<file path="src/rtl/rst_seq_if.sv">
// rst_seq_if: reset request inputs and staged reset / cause outputs of rst_seq
interface rst_seq_if #(parameter int NREQ = 4, parameter int NSTAGE = 3);
  logic              clk_ok;
  logic [NREQ-1:0]   req;
  logic [NREQ-1:0]   req_mask;
  logic              cause_clr;
  logic [NSTAGE-1:0] rst_stage;
  logic              rst_busy;
  logic [NREQ:0]     cause;
  logic              por;
  modport master (output clk_ok, req, req_mask, cause_clr, input rst_stage, rst_busy, cause, por);
  modport slave (input clk_ok, req, req_mask, cause_clr, output rst_stage, rst_busy, cause, por);
endinterface

</file>
<file path="src/rtl/rst_seq.sv">
// rst_seq: collects reset triggers, holds all domains, then releases them one stage at a time
module rst_seq #(
  parameter int NREQ     = 4,
  parameter int NSTAGE   = 3,
  parameter int HOLD_CYC = 24'hFFFFFF,
  parameter int GAP      = 16
) (
  input  logic       clk,
  input  logic       rst_n,
  rst_seq_if.slave   bus
);
  localparam int HW = $clog2(HOLD_CYC + 1);
  localparam int GW = $clog2(GAP + 1);
  localparam int IW = $clog2(NSTAGE + 1);
  typedef enum logic [1:0] {HOLD, RELEASE, RUN} state_t;
  state_t            state, state_n;
  logic [HW-1:0]     hold, hold_n;
  logic [GW-1:0]     gap, gap_n;
  logic [IW-1:0]     idx, idx_n;
  logic [NSTAGE-1:0] stage_n;
  logic [NREQ:0]     trig_vec;
  logic              trig;
  assign trig_vec = {~bus.clk_ok, bus.req & ~bus.req_mask};
  assign trig     = |trig_vec;
  // any trigger restarts the full hold from every state
  always_comb begin
    state_n = state;
    hold_n  = hold;
    gap_n   = gap;
    idx_n   = idx;
    stage_n = bus.rst_stage;
    if (trig) begin
      state_n = HOLD;
      hold_n  = '0;
      gap_n   = '0;
      idx_n   = '0;
      stage_n = '1;
    end else if (state == HOLD) begin
      if (hold == HW'(HOLD_CYC - 1)) begin
        stage_n = bus.rst_stage & ~NSTAGE'(1);
        gap_n   = '0;
        idx_n   = IW'(1);
        state_n = (NSTAGE == 1) ? RUN : RELEASE;
      end else hold_n = hold + HW'(1);
    end else if (state == RELEASE) begin
      if (gap == GW'(GAP - 1)) begin
        stage_n = bus.rst_stage & ~(NSTAGE'(1) << idx);
        gap_n   = '0;
        idx_n   = idx + IW'(1);
        state_n = (idx == IW'(NSTAGE - 1)) ? RUN : RELEASE;
      end else gap_n = gap + GW'(1);
    end
  end
  always_ff @(posedge clk) begin
    if (!rst_n) begin
      state         <= HOLD;
      hold          <= '0;
      gap           <= '0;
      idx           <= '0;
      bus.rst_stage <= '1;
      bus.rst_busy  <= 1'b1;
      bus.cause     <= '0;
      bus.por       <= 1'b1;
    end else begin
      state         <= state_n;
      hold          <= hold_n;
      gap           <= gap_n;
      idx           <= idx_n;
      bus.rst_stage <= stage_n;
      bus.rst_busy  <= |stage_n;
      bus.cause     <= bus.cause_clr ? trig_vec : (bus.cause | trig_vec);
      bus.por       <= bus.por & ~bus.cause_clr;
    end
  end
endmodule

</file>
<file path="src/flat_wrapper.sv">
// flat-port wrapper written by rule: the top's interface ports become plain ports
module rst_seq_flat 
#(
  parameter int NREQ     = 4,
  parameter int NSTAGE   = 3,
  parameter int HOLD_CYC = 24'hFFFFFF,
  parameter int GAP      = 16
)
  (clk, rst_n, bus_clk_ok, bus_req, bus_req_mask, bus_cause_clr, bus_rst_stage, bus_rst_busy, bus_cause, bus_por);
  rst_seq_if #(.NREQ(NREQ), .NSTAGE(NSTAGE)) bus_i ();
  input  logic clk;
  input  logic rst_n;
  input wire logic [$bits(bus_i.clk_ok)-1:0] bus_clk_ok;
  input wire logic [$bits(bus_i.req)-1:0] bus_req;
  input wire logic [$bits(bus_i.req_mask)-1:0] bus_req_mask;
  input wire logic [$bits(bus_i.cause_clr)-1:0] bus_cause_clr;
  output wire logic [$bits(bus_i.rst_stage)-1:0] bus_rst_stage;
  output wire logic [$bits(bus_i.rst_busy)-1:0] bus_rst_busy;
  output wire logic [$bits(bus_i.cause)-1:0] bus_cause;
  output wire logic [$bits(bus_i.por)-1:0] bus_por;
  assign bus_i.clk_ok = bus_clk_ok;
  assign bus_i.req = bus_req;
  assign bus_i.req_mask = bus_req_mask;
  assign bus_i.cause_clr = bus_cause_clr;
  assign bus_rst_stage = bus_i.rst_stage;
  assign bus_rst_busy = bus_i.rst_busy;
  assign bus_cause = bus_i.cause;
  assign bus_por = bus_i.por;
  rst_seq #(.NREQ(NREQ), .NSTAGE(NSTAGE), .HOLD_CYC(HOLD_CYC), .GAP(GAP)) u_core (.clk(clk), .rst_n(rst_n), .bus(bus_i));
endmodule
</file>
<file path="config.mk">
export PLATFORM = sky130hd
export DESIGN_NAME = rst_seq_flat
export DESIGN_NICKNAME = d
export VERILOG_FILES = /design/src/rtl/rst_seq_if.sv /design/src/rtl/rst_seq.sv /design/src/flat_wrapper.sv
export SDC_FILE = /design/constraint.sdc
export NUM_CORES = 1
export LEC_CHECK = 0
export CORE_MARGIN = 2
export CORE_UTILIZATION = 35
export CTS_BUF_LIST = sky130_fd_sc_hd__clkbuf_8
export CTS_CLUSTER_SIZE = 20
export DETAILED_ROUTE_END_ITERATION = 8
export SETUP_SLACK_MARGIN = 0.5
export SKIP_LAST_GASP = 1
export SLEW_MARGIN = 40
export SYNTH_ARGS = -nofsm -noshare
export SYNTH_HDL_FRONTEND = slang
export SYNTH_SLANG_ARGS = --single-unit
</file>
<file path="constraint.sdc">
create_clock -name clk -period 1.8 [get_ports clk]
set_input_delay 0.54 -clock clk [delete_from_list [all_inputs] [get_ports clk]]
set_output_delay 0.54 -clock clk [all_outputs]
set_load 0.05 [all_outputs]
</file>
==> flow_summary.html, run 1 <==
<table>
<tr><th>Metric</th><th>Value</th></tr>
<tr><th colspan="2">Setup path</th></tr>
<tr><td>Critical Path End Type</td><td>flop</td></tr>
<tr><td>Maximum fanout count along the critical path</td><td>6</td></tr>
<tr><td>CP Data Arrival Time</td><td>2.06 ns</td></tr>
<tr><td>Category of the most critical setup path</td><td>reg -&gt; reg</td></tr>
<tr><td>Worst Path Required</td><td>2.04 ns</td></tr>
<tr><td>Nature of the critical path startpoint</td><td>flop</td></tr>
<tr><th colspan="2">Die</th></tr>
<tr><td>Overall die width</td><td>81.5 µm</td></tr>
<tr><td>I/O pin cnt</td><td>22</td></tr>
<tr><td># rows</td><td>28</td></tr>
<tr><td>Overall die area</td><td>0.00665 mm²</td></tr>
<tr><td>Starting density of the core</td><td>0.360</td></tr>
<tr><td>Placeable core region</td><td>0.00585 mm²</td></tr>
<tr><td>Die extent in y</td><td>81.5 µm</td></tr>
<tr><th colspan="2">Placement</th></tr>
<tr><td>Worst slack, placed</td><td>-0.216 ns</td></tr>
<tr><td>Number of cells after detailed placement</td><td>360</td></tr>
<tr><td>Final Wtd Congestion</td><td>0.797</td></tr>
<tr><td>Hpwl dp</td><td>3.60 mm</td></tr>
<tr><td>PortBufs</td><td>21</td></tr>
<tr><th colspan="2">Timing</th></tr>
<tr><td>Post-layout minimum cycle time</td><td>1.82 ns</td></tr>
<tr><td>Relative max-transition margin</td><td>0.678</td></tr>
<tr><td>Worst-case setup margin in the final layout</td><td>-0.0206 ns</td></tr>
<tr><td>Setup skew after layout</td><td>0.00935 ns</td></tr>
<tr><td>Final Max Tran Viols</td><td>0</td></tr>
<tr><td>Actual slew at the worst max-slew pin</td><td>0.481 ns</td></tr>
<tr><td>Final Hold Fails</td><td>0</td></tr>
<tr><td>RSZ-0062 raised after global routing</td><td>yes</td></tr>
<tr><td>Final Cycle Share</td><td>1.01</td></tr>
<tr><td>Setup_tns</td><td>-0.0528 ns</td></tr>
<tr><td>Highest achievable clock rate</td><td>549 MHz</td></tr>
<tr><td>Number of endpoints failing setup at the final stage</td><td>3</td></tr>
<tr><th colspan="2">Worst hold path</th></tr>
<tr><td>Hold/Removal Path Class</td><td>reg -&gt; reg</td></tr>
<tr><th colspan="2">Run</th></tr>
<tr><td>Max-Cap Viols</td><td>0</td></tr>
<tr><th colspan="2">Logic synthesis</th></tr>
<tr><td>Flip-flop cell with the highest count after synthesis</td><td>dfxtp_1</td></tr>
<tr><td>Synth async-reset ratio</td><td>0</td></tr>
<tr><td>Top-count cell post-synth</td><td>dfxtp_1</td></tr>
<tr><td>Xor/xnor share of the synthesized area</td><td>0.0583</td></tr>
<tr><td>Adder and majority cell fraction of the synthesized area</td><td>0.0357</td></tr>
<tr><td>Post-synthesis share of cell area spent on and, or, nand and nor gates</td><td>0.297</td></tr>
<tr><td>Gate count of the mapped netlist</td><td>235</td></tr>
<tr><td>Multiplexer share of the synthesized area</td><td>0.0149</td></tr>
<tr><td>Leading cell types by total area after synthesis</td><td>dfxtp_1 (41%), nor2_1 (4.5%), xnor2_1 (3.7%)</td></tr>
<tr><td>Synthesized flop and latch total</td><td>43</td></tr>
<tr><td>Main combinational cell family by area after synthesis</td><td>simple AND/OR/NAND/NOR gates</td></tr>
<tr><td>Post-Syn Nets</td><td>253</td></tr>
<tr><td>Fraction of the yosys area taken by sequential cells</td><td>0.409</td></tr>
<tr><td>EDFF count, synth</td><td>0</td></tr>
<tr><td>Share of the synthesized area in the top cell type</td><td>0.409</td></tr>
<tr><td>Cell type with the highest aggregate area in the netlist</td><td>dfxtp_1</td></tr>
<tr><td>Netlist cell types</td><td>51</td></tr>
<tr><td>Number of warnings reported in the yosys synthesis log</td><td>0</td></tr>
<tr><td>Netlist area before placement</td><td>0.00210 mm²</td></tr>
<tr><td>Area fraction in compound gates after synthesis</td><td>0.162</td></tr>
<tr><td>Syn avg cell area</td><td>8.96 µm²</td></tr>
<tr><td>Synth top cells by count</td><td>dfxtp_1 (43), nor2_1 (25), nand2_1 (20), a21oi_1 (14)</td></tr>
<tr><th colspan="2">Drt</th></tr>
<tr><td>Drt first pass iters</td><td>4</td></tr>
<tr><td>DRT iter0 DRCs</td><td>76</td></tr>
<tr><td># DRC</td><td>0</td></tr>
<tr><td>Vias per Instance</td><td>5.10</td></tr>
<tr><td>Routed vias</td><td>2,028</td></tr>
<tr><td>Antenna viol nets, final</td><td>0</td></tr>
<tr><td>Post-detailed-route wirelength per cell</td><td>14.3 µm</td></tr>
<tr><td>Total wire length after detailed routing</td><td>5.69 mm</td></tr>
<tr><th colspan="2">Finish</th></tr>
<tr><td>Diode count</td><td>0</td></tr>
<tr><td>Share of final-layout standard cells stronger than drive strength 1</td><td>0.539</td></tr>
<tr><td>Fill cell total of the finished layout</td><td>461</td></tr>
<tr><td>Non-Filler Instances</td><td>398</td></tr>
<tr><td>Final net count</td><td>340</td></tr>
<tr><td>Utilization after layout</td><td>0.602</td></tr>
<tr><td>Area added between synthesis and finish</td><td>67.4%</td></tr>
<tr><th colspan="2">GRT</th></tr>
<tr><td>Antenna violations before repair</td><td>0</td></tr>
<tr><td>Global-route usage over all layers</td><td>0.176</td></tr>
<tr><td>Total gr overflow</td><td>0</td></tr>
<tr><td>Vias in the first global route</td><td>1,956</td></tr>
<tr><td>Largest net degree at the start of global routing</td><td>15</td></tr>
<tr><td>First-pass GRT wire length</td><td>9.04 mm</td></tr>
<tr><th colspan="2">CTS</th></tr>
<tr><td>CTS HTree Levels</td><td>2</td></tr>
<tr><td>Root Buffer</td><td>clkbuf_8</td></tr>
<tr><td>Total clock buffers created by CTS</td><td>5</td></tr>
<tr><td>Worst-skew pair later-pin latency</td><td>0.30 ns</td></tr>
<tr><td>Bufs on Longest Clock Path</td><td>2</td></tr>
<tr><td>TritonCTS clock tree</td><td>built</td></tr>
<tr><td>CTS sink cnt</td><td>43</td></tr>
<tr><td>Clk pin slew, worst setup/hold paths</td><td>0.09 ns</td></tr>
<tr><th colspan="2">Run status</th></tr>
<tr><td>Status</td><td>finished with violations</td></tr>
<tr><td>Failing checks</td><td>negative setup slack</td></tr>
<tr><th colspan="2">Pwr</th></tr>
<tr><td>Power per cell area</td><td>528 mW/mm²</td></tr>
<tr><td>Internal power</td><td>1430 µW</td></tr>
<tr><td>Net Sw Frac</td><td>0.229</td></tr>
<tr><td>Design Power</td><td>1860 µW</td></tr>
<tr><td>Combinational fraction of design power</td><td>0.074</td></tr>
<tr><td>Clock share of power</td><td>0.412</td></tr>
<tr><td>Net switching power</td><td>426 µW</td></tr>
<tr><td>Sequential fraction of design power</td><td>0.514</td></tr>
<tr><td>Worst supply voltage drop on vdd</td><td>0.000475 V</td></tr>
<tr><td>Reported leakage power</td><td>0.00135 µW</td></tr>
</table>
==> power groups by stage <==
stage | Sequential, µW | Combinational, µW | Clock, µW
floorplan | 1010 | 32.0 | 0
global placement | 982 | 114 | 0
detailed placement | 983 | 115 | 0
CTS | 959 | 129 | 788
global route | 958 | 145 | 823
finish | 956 | 137 | 766
==> stage by stage <==
step / hold slack (ns) / area (µm²)
finish: 0.469 / 3520
global route: 0.489 / 3520
CTS: 0.467 / 3240
detailed placement: 0.446 / 2770
global placement: 0.442 / 2770
floorplan: 0.435 / 2280
==> sequential cells by signal, summed over array words and instances (netlist names) <==
signal                cells
u_core.bus.cause          5
u_core.bus.por            1
u_core.bus.rst_busy       1
u_core.bus.rst_stage      3
u_core.gap                5
u_core.hold              24
u_core.idx                2
u_core.state              2
==> worst paths after layout <==
check | start | to | slack [ns] | cells past startpoint
max | u_core.hold[16] | u_core.hold[21] | -0.02 | 4
min | u_core.bus.por | u_core.bus.por | 0.47 | 2
max reg2reg | u_core.hold[16] | u_core.hold[21] | -0.02 | 4
min reg2reg | u_core.bus.por | u_core.bus.por | 0.47 | 2
==> layer usage <==
layer | GRT usage | up-vias | part of all wire
li1 | - | 1027 | -
met1 | 0.228 | 959 | 0.45
met2 | 0.283 | 33 | 0.50
met3 | 0.0363 | 9 | 0.034
met4 | 0.0729 | 0 | 0.017
met5 | 0 | - | 0
==> layout make-up <==
type | count | area [µm²] | area share
multi-input cells | 180 | 1560 | 0.442
flip-flops and latches | 43 | 922 | 0.262
repair buffers | 86 | 813 | 0.231
well taps | 75 | 93.8 | 0.0266
clock buffers | 5 | 68.8 | 0.0195
clock inverters | 3 | 43.8 | 0.0124
inverters | 6 | 25.0 | 0.00710
==> cells by family after synthesis <==
family	count (synthesis)
AO/OA/AOI/OAI	49
multiplexers	3
flip-flops	43
buffers and inverters	12
XOR/XNOR	14
adder cells (fa/ha/maj)	6
AND/OR/NAND/NOR	108
==> placed cells by master, fill, tap and decap left out, types with 6 or more instances in the layout <==
master,n
buf_4,51
clkdlybuf4s15_1,6
nand4_1,9
dfxtp_2,22
dfxtp_1,12
nor2_1,24
a21oi_1,7
buf_8,9
a21oi_2,6
buf_6,13
nand2_1,16
dfxtp_4,9
xnor2_1,9
==> repair_timing <==
| item | CTS | global route |
|---|---|---|
| gates resized for setup | 64 | 58 |
| setup endpoints to repair | 47 | 48 |
| buffers inserted | 21 | 9 |
| pin swaps | 22 | 30 |
| hold buffers | 0 | 0 |
==> critical path, stage by stage, from the launching register on <==
cell and delay (ns):
dfxtp_1 0.46, nand3_4 0.16, or3_1 0.48, or4_1 0.49, a21oi_1 0.15
Power figures use the tool's default switching activity.
==> inputs of run 2 (changes only) <==
--- a/config.mk
+++ b/config.mk
@@ -5,11 +5,12 @@
 export SDC_FILE = /design/constraint.sdc
 export NUM_CORES = 1
 export LEC_CHECK = 0
-export CORE_MARGIN = 2
+export CAP_MARGIN = 20
 export CORE_UTILIZATION = 35
 export CTS_BUF_LIST = sky130_fd_sc_hd__clkbuf_8
 export CTS_CLUSTER_SIZE = 20
 export DETAILED_ROUTE_END_ITERATION = 8
+export RECOVER_POWER = 25
 export SETUP_SLACK_MARGIN = 0.5
 export SKIP_LAST_GASP = 1
 export SLEW_MARGIN = 40
==> run 2 against run 1 <==
The run still ends with negative setup slack left. Sequential cell count is the same. Largest cell class unchanged. Clock power down 2%. Maximum frequency up 0.85%. Power decreased by 0.83%. Sequential share of layout area is essentially flat. Die area down 4.8%. Design area up 0.28%. First-iteration DRC count increased by 24%. Final cell count down 0.50%. Utilization is 2.4 points higher.
==> flow_summary.html, run 2 (same netlist as run 1, synthesis figures left out) <==
<table>
<tr><th>Metric</th><th>Value</th></tr>
<tr><th colspan="2">CTS</th></tr>
<tr><td>Bufs on Longest Clock Path</td><td>2 (unchanged)</td></tr>
<tr><td>Number of hold-repair buffers added at the cts stage</td><td>0 (unchanged)</td></tr>
<tr><td>Clk pin slew, worst setup/hold paths</td><td>0.08 ns (about the same)</td></tr>
<tr><td>CTS sink cnt</td><td>43 (unchanged)</td></tr>
<tr><td>TritonCTS clock tree</td><td>built</td></tr>
<tr><td>Total clock buffers created by CTS</td><td>5 (unchanged)</td></tr>
<tr><td>Root Buffer</td><td>clkbuf_8</td></tr>
<tr><td>Worst-skew pair later-pin latency</td><td>0.30 ns (about the same)</td></tr>
<tr><td>CTS HTree Levels</td><td>2 (unchanged)</td></tr>
<tr><th colspan="2">Drt</th></tr>
<tr><td>DRT iter0 DRCs</td><td>94 (+24%)</td></tr>
<tr><td>Routed vias</td><td>2,076 (+2.4%)</td></tr>
<tr><td>Total wire length after detailed routing</td><td>6.05 mm (+6.5%)</td></tr>
<tr><td>Post-detailed-route wirelength per cell</td><td>15.3 µm (+7.0%)</td></tr>
<tr><td># DRC</td><td>0 (unchanged)</td></tr>
<tr><td>Drt first pass iters</td><td>4 (unchanged)</td></tr>
<tr><td>Antenna viol nets, final</td><td>0 (unchanged)</td></tr>
<tr><td>Vias per Instance</td><td>5.24 (+2.9%)</td></tr>
<tr><th colspan="2">Die</th></tr>
<tr><td>Overall die width</td><td>79.5 µm (-2.5%)</td></tr>
<tr><td>Starting density of the core</td><td>0.373 (+0.0133)</td></tr>
<tr><td>Placeable core region</td><td>0.00564 mm² (-3.6%)</td></tr>
<tr><td>Overall die area</td><td>0.00633 mm² (-4.8%)</td></tr>
<tr><td>Die extent in y</td><td>79.5 µm (-2.5%)</td></tr>
<tr><td># rows</td><td>27 (-3.6%)</td></tr>
<tr><td>I/O pin cnt</td><td>22 (unchanged)</td></tr>
<tr><th colspan="2">Setup path</th></tr>
<tr><td>Crit path max-delay cell type</td><td>or3_4</td></tr>
<tr><td>Largest incremental delay on the critical path</td><td>0.42 ns (-0.07 ns)</td></tr>
<tr><td>Critical Path, Cell by Cell</td><td>inv_2 &gt; ha_4 &gt; nand4_1 &gt; or3_4 &gt; o31ai_4 &gt; or4_1 &gt; a21oi_1</td></tr>
<tr><td>CP Data Arrival Time</td><td>1.98 ns (-0.08 ns)</td></tr>
<tr><td>Nature of the critical path startpoint</td><td>flop</td></tr>
<tr><td>Worst Path Required</td><td>1.98 ns (-0.06 ns)</td></tr>
<tr><td>Category of the most critical setup path</td><td>reg -&gt; reg</td></tr>
<tr><td>Buffering stage count on the worst path with inverters included</td><td>1 (+1)</td></tr>
<tr><td>Critical Path End Type</td><td>flop</td></tr>
<tr><td>Maximum fanout count along the critical path</td><td>8 (+2)</td></tr>
<tr><td>Delay-heaviest family, CP</td><td>simple AND/OR/NAND/NOR gates</td></tr>
<tr><th colspan="2">Pwr</th></tr>
<tr><td>Internal power</td><td>1420 µW (-0.70%)</td></tr>
<tr><td>Power per cell area</td><td>522 mW/mm² (-1.1%)</td></tr>
<tr><td>Net Sw Frac</td><td>0.228 (-0.00102)</td></tr>
<tr><td>Worst supply voltage drop on vdd</td><td>0.000429 V (-9.7%)</td></tr>
<tr><td>Clock share of power</td><td>0.409 (-0.003)</td></tr>
<tr><td>Sequential fraction of design power</td><td>0.517 (+0.003)</td></tr>
<tr><td>Combinational fraction of design power</td><td>0.074 (about the same)</td></tr>
<tr><td>Net switching power</td><td>421 µW (-1.3%)</td></tr>
<tr><td>Reported leakage power</td><td>0.00138 µW (+1.8%)</td></tr>
<tr><th colspan="2">Timing</th></tr>
<tr><td>Post-layout minimum cycle time</td><td>1.81 ns (-0.0154 ns)</td></tr>
<tr><td>Setup skew after layout</td><td>0.00932 ns (-0.0000243 ns)</td></tr>
<tr><td>Actual slew at the worst max-slew pin</td><td>0.585 ns (+0.104 ns)</td></tr>
<tr><td>Number of endpoints failing setup at the final stage</td><td>1 (-2)</td></tr>
<tr><td>Worst-case setup margin in the final layout</td><td>-0.00520 ns (+0.0154 ns)</td></tr>
<tr><td>Final Cycle Share</td><td>1.00 (-0.00855)</td></tr>
<tr><td>Final Hold Fails</td><td>0 (unchanged)</td></tr>
<tr><td>Highest achievable clock rate</td><td>554 MHz (+0.85%)</td></tr>
<tr><td>RSZ-0062 raised after global routing</td><td>yes</td></tr>
<tr><td>Setup_tns</td><td>-0.00520 ns (+0.0476 ns)</td></tr>
<tr><td>Final Max Tran Viols</td><td>0 (unchanged)</td></tr>
<tr><td>Relative max-transition margin</td><td>0.612 (-0.0664)</td></tr>
<tr><th colspan="2">GRT</th></tr>
<tr><td>Largest net degree at the start of global routing</td><td>15 (unchanged)</td></tr>
<tr><td>Vias in the first global route</td><td>2,026 (+3.6%)</td></tr>
<tr><td>First-pass GRT wire length</td><td>9.46 mm (+4.6%)</td></tr>
<tr><td>Total gr overflow</td><td>0 (unchanged)</td></tr>
<tr><td>Global-route usage over all layers</td><td>0.197 (+0.0210)</td></tr>
<tr><td>Antenna violations before repair</td><td>0 (unchanged)</td></tr>
<tr><th colspan="2">Placement</th></tr>
<tr><td>Number of cells after detailed placement</td><td>352 (-2.2%)</td></tr>
<tr><td>Final Wtd Congestion</td><td>0.772 (-3.2%)</td></tr>
<tr><td>Hpwl dp</td><td>3.56 mm (-1.1%)</td></tr>
<tr><td>PortBufs</td><td>21 (unchanged)</td></tr>
<tr><td>Cell area after placement</td><td>0.00273 mm² (-1.5%)</td></tr>
<tr><td>Worst slack, placed</td><td>-0.250 ns (-0.0339 ns)</td></tr>
<tr><th colspan="2">Finish</th></tr>
<tr><td>Utilization after layout</td><td>0.626 (+0.0241)</td></tr>
<tr><td>Diode count</td><td>0 (unchanged)</td></tr>
<tr><td>Number of flip-flops in the largest register</td><td>24 (unchanged)</td></tr>
<tr><td>Final net count</td><td>341 (+0.29%)</td></tr>
<tr><td>Regs by FF count</td><td>u_core.hold: 24 flops, u_core.bus.cause: 5 flops, u_core.gap: 5 flops</td></tr>
<tr><td>Reg with most FFs</td><td>u_core.hold</td></tr>
<tr><td>Final design instance area without fill</td><td>0.00353 mm² (+0.28%)</td></tr>
<tr><td>Commonest non-fill, non-tap cell in the layout</td><td>buf_4</td></tr>
<tr><td>Non-Filler Instances</td><td>396 (-0.50%)</td></tr>
<tr><td>Most frequent cells in the layout</td><td>buf_4 (46), nor2_1 (22), nand2_1 (17), dfxtp_2 (17), dfxtp_1 (15)</td></tr>
<tr><td>Share of final-layout standard cells stronger than drive strength 1</td><td>0.543 (+0.00451)</td></tr>
<tr><td>Area added between synthesis and finish</td><td>67.8%</td></tr>
<tr><th colspan="2">Worst hold path</th></tr>
<tr><td>Hold/Removal Path Class</td><td>in -&gt; reg</td></tr>
<tr><th colspan="2">Run status</th></tr>
<tr><td>Failing checks</td><td>negative setup slack</td></tr>
<tr><td>Status</td><td>finished with violations</td></tr>
<tr><th colspan="2">Run</th></tr>
<tr><td>Max-Cap Viols</td><td>0 (unchanged)</td></tr>
</table>
run 2: final cells by class:
class | count | area [µm²]
inverter | 6 | 22.5
timing repair buffer | 86 | 825
tap | 72 | 90.1
sequential | 43 | 923
clock buffer | 5 | 68.8
multi-input combinational | 181 | 1560
fill | 435 | 2110
clock inverter | 3 | 40.0
run 2: power groups by stage:
stage	Sequential (µW)	Clock, µW	Combinational [µW]
floorplan	1010	0	32.0
finish	953	754	137
detailed placement	983	0	109
CTS	959	778	140
global placement	983	0	108
global route	954	825	145
run 2: worst reg2reg max path: cells and delay by family (launching register included):
| family | cells | cell delay, ns |
|---|---|---|
| simple gates | 3 | 0.73 |
| fa+ha+maj | 1 | 0.13 |
| buf+inv | 1 | 0.07 |
| compound gates | 2 | 0.38 |
| flops | 1 | 0.38 |
run 2: per-layer routing:
layer | track usage | share of wire | vias up
met5 | 0 | 0 | -
met4 | 0.0927 | 0.019 | 0
met3 | 0.0389 | 0.033 | 9
met2 | 0.332 | 0.52 | 49
met1 | 0.237 | 0.43 | 984
li1 | - | - | 1034
run 2: path summary, 6_finish.rpt:
path         cells past startpoint            from  slack (ns)             endpoint
max                              7  u_core.hold[0]      -0.005      u_core.hold[21]
min                              2      bus_clk_ok        0.43  u_core.bus.cause[4]
max reg2reg                      7  u_core.hold[0]      -0.005      u_core.hold[21]
min reg2reg                      2  u_core.bus.por        0.48       u_core.bus.por
run 2: timing repair:
action                                  CTS  global route
gates cloned                              2             0
buffers inserted                         24            10
endpoints found under the setup margin   47            47
gates resized for setup                  87            50
pin swaps                                21            39
hold endpoints to repair                  0             0
run 2: metrics by stage:
step	hold WS [ns]	total power, µW
finish	0.433	1840
global route	0.423	1920
CTS	0.418	1880
detailed placement	0.449	1090
global placement	0.444	1090
floorplan	0.435	1040
==> variant (settings of run 2) <==
Take the reset off `hold` and load it in a clocked block of its own.
--- a/src/rtl/rst_seq.sv
+++ b/src/rtl/rst_seq.sv
@@ -54,7 +54,6 @@
   always_ff @(posedge clk) begin
     if (!rst_n) begin
       state         <= HOLD;
-      hold          <= '0;
       gap           <= '0;
       idx           <= '0;
       bus.rst_stage <= '1;
@@ -63,7 +62,6 @@
       bus.por       <= 1'b1;
     end else begin
       state         <= state_n;
-      hold          <= hold_n;
       gap           <= gap_n;
       idx           <= idx_n;
       bus.rst_stage <= stage_n;
@@ -72,5 +70,9 @@
       bus.por       <= bus.por & ~bus.cause_clr;
     end
   end
+
+  always_ff @(posedge clk) begin
+    hold <= hold_n;
+  end
 endmodule
 
Behaviour: no difference found for any inputs over 10 cycles, from zero or initial values and one cycle with rst_n low; that may be too few to reach the edited logic, so the function may still have changed.
==> variant against run 2 <==
- clock skew is 0.56 ps higher
- sequential cell count unchanged
- cell count up 1.8%
- cell area shrank 5.1%
- fmax is 1.5% lower
- wire length is 9.2% lower
- power grew 4.6%
- critical endpoint is now u_core.hold[10]
- worst setup slack got worse by 27 ps
- count of clock-buffer cells in the layout up 1
- area after synthesis shrank 0.12%
- global-route usage fell by 0.37 points
- hold slack got worse by 3.3 ps
- the run still ends with setup timing left
- utilization fell by 3.2 points
==> variant: results (changes against run 2) <==
----------------------------------------------------
[Place]
  DP Worst Slack ... -309 ps (-58.5 ps)
  Global placer's final weighted congestion ... 0.823 (+6.6%)
  Post-detailed-placement cell area ... 2740 um2 (+0.27%)
  Final HPWL DP ... 3650 um (+2.6%)

[Detailed routing]
  Metal-1 WL ... 2540 um (-2.6%)
  Met3 Routed Length ... 128 um (-36%)
  Final WL ... 5500 um (-9.2%)
  Detailed-route via count ... 2145 (+3.3%)

[Power and ir drop]
  Power in combinational cells ... 175 uW (+28%)
  Static Leakage ... 0.00131 uW (-4.9%)
  Largest voltage drop on the vdd net ... 0.000418 V (-2.7%)
  Fraction of power consumed by combinational cells ... 9.1% (+1.7 points)
  Share of total power consumed by net switching ... 22.4% (-0.38 points)

[Global route]
  Number of global-route vias before repair ... 2159 (+6.6%)
  Total routing usage reported by global routing ... 19.3% (-0.37 points)
  Met2 Track Usage GR ... 33.2% (-0.085 points)
  Global-route wire length before repair ... 9740 um (+3.0%)
  Fraction of met1 tracks used by global routing ... 24.1% (+0.39 points)

[Logic synthesis]
  Sequential-to-total area share from yosys stat ... 41.0% (+0.049 points)
  Net count of the mapped netlist ... 265 (+4.7%)
  Top cells by area, synth ... dfxtp_1 41%, a21oi_1 6.2%, nand2_1 4.8%, ha_1 3.6%, or4_1 3.6%

[Worst setup path]
  R2R cell count ... 9 (+2)
  Crit path arrival time ... 2060 ps (+80 ps)
  Crit path max-delay cell type ... or4_4

[Hold path]
  Class of the worst hold path ... reg2reg
  Endpoint of the worst hold-timing path ... u_core.gap[4]
  Beginning of the worst hold path ... u_core.gap[4]

[Timing]
  Worst clock skew ... 9.89 ps (+0.565 ps)
  Headroom to the max-slew limit ... 73.4% (+12 points)
  Finish-stage setup viols ... 5 (+4)
  Aggregate negative setup slack ... -97.6 ps (-92.5 ps)
  Setup WS post-layout ... -32.6 ps (-27.4 ps)

[Status]
  Failing checks ... setup timing
  Run status ... finished with violations

[Finish]
  Number of inserted filler cells in the final layout ... 493 (+13%)

----------------------------------------------------
## variant: cells by family (layout without fill, tap and decap cells)
family / after synthesis / count (layout) / synth area share [%]
xor gates and xnor gates: 6 / 6 / 2.50
AOI/OAI and AO/OA: 60 / 60 / 17.1
buffers and inverters: 20 / 104 / 3.87
DFF: 43 / 43 / 41.0
adders and majority gates: 6 / 6 / 3.57
and+or+nand+nor: 110 / 110 / 31.0
muxes: 2 / 2 / 1.01
## variant: worst max path at each step
stage                          startpoint  cells after the start              end  slack, ps
after detailed placement  bus_req_mask[0]                      6   u_core.hold[3]       -310
after global routing       u_core.hold[0]                     10  u_core.hold[11]       -100
after floorplan            u_core.hold[6]                      5  u_core.hold[17]          9
final                      u_core.hold[0]                      9  u_core.hold[10]        -30
after CTS                  u_core.hold[0]                      9  u_core.hold[10]         -7
after global placement    bus_req_mask[0]                      6   u_core.hold[2]       -280
## variant: worst register-to-register path, stage by stage, from the launching register on
cell and delay, ps:
dfxtp_4 380, inv_4 40, ha_4 150, nand4_1 120, nor4_4 50, a21o_1 230, buf_6 150, buf_6 120
or4_4 410, a21oi_2 130
## variant: what timing repair did
action,4_1_cts,5_1_grt
gates resized for setup,109,27
setup endpoints to repair,47,47
pin swaps,33,16
buffers inserted,16,3
hold buffers,0,0
## variant: layout make-up
class,instances,area [um2],area share [%]
clock inverter,2,35.0,1.05
clock buffer,6,82.6,2.46
multi-input combinational,184,1420,42.4
inverter,9,36.3,1.08
tap,72,90.1,2.69
timing repair buffer,87,790,23.6
sequential,43,898,26.8
## variant: per-stage QoR
step	hold WS, ps	util [%]
global placement	416	48.5
finish	429	59.4
CTS	432	57.2
floorplan	408	-
detailed placement	420	48.5
global route	448	59.4
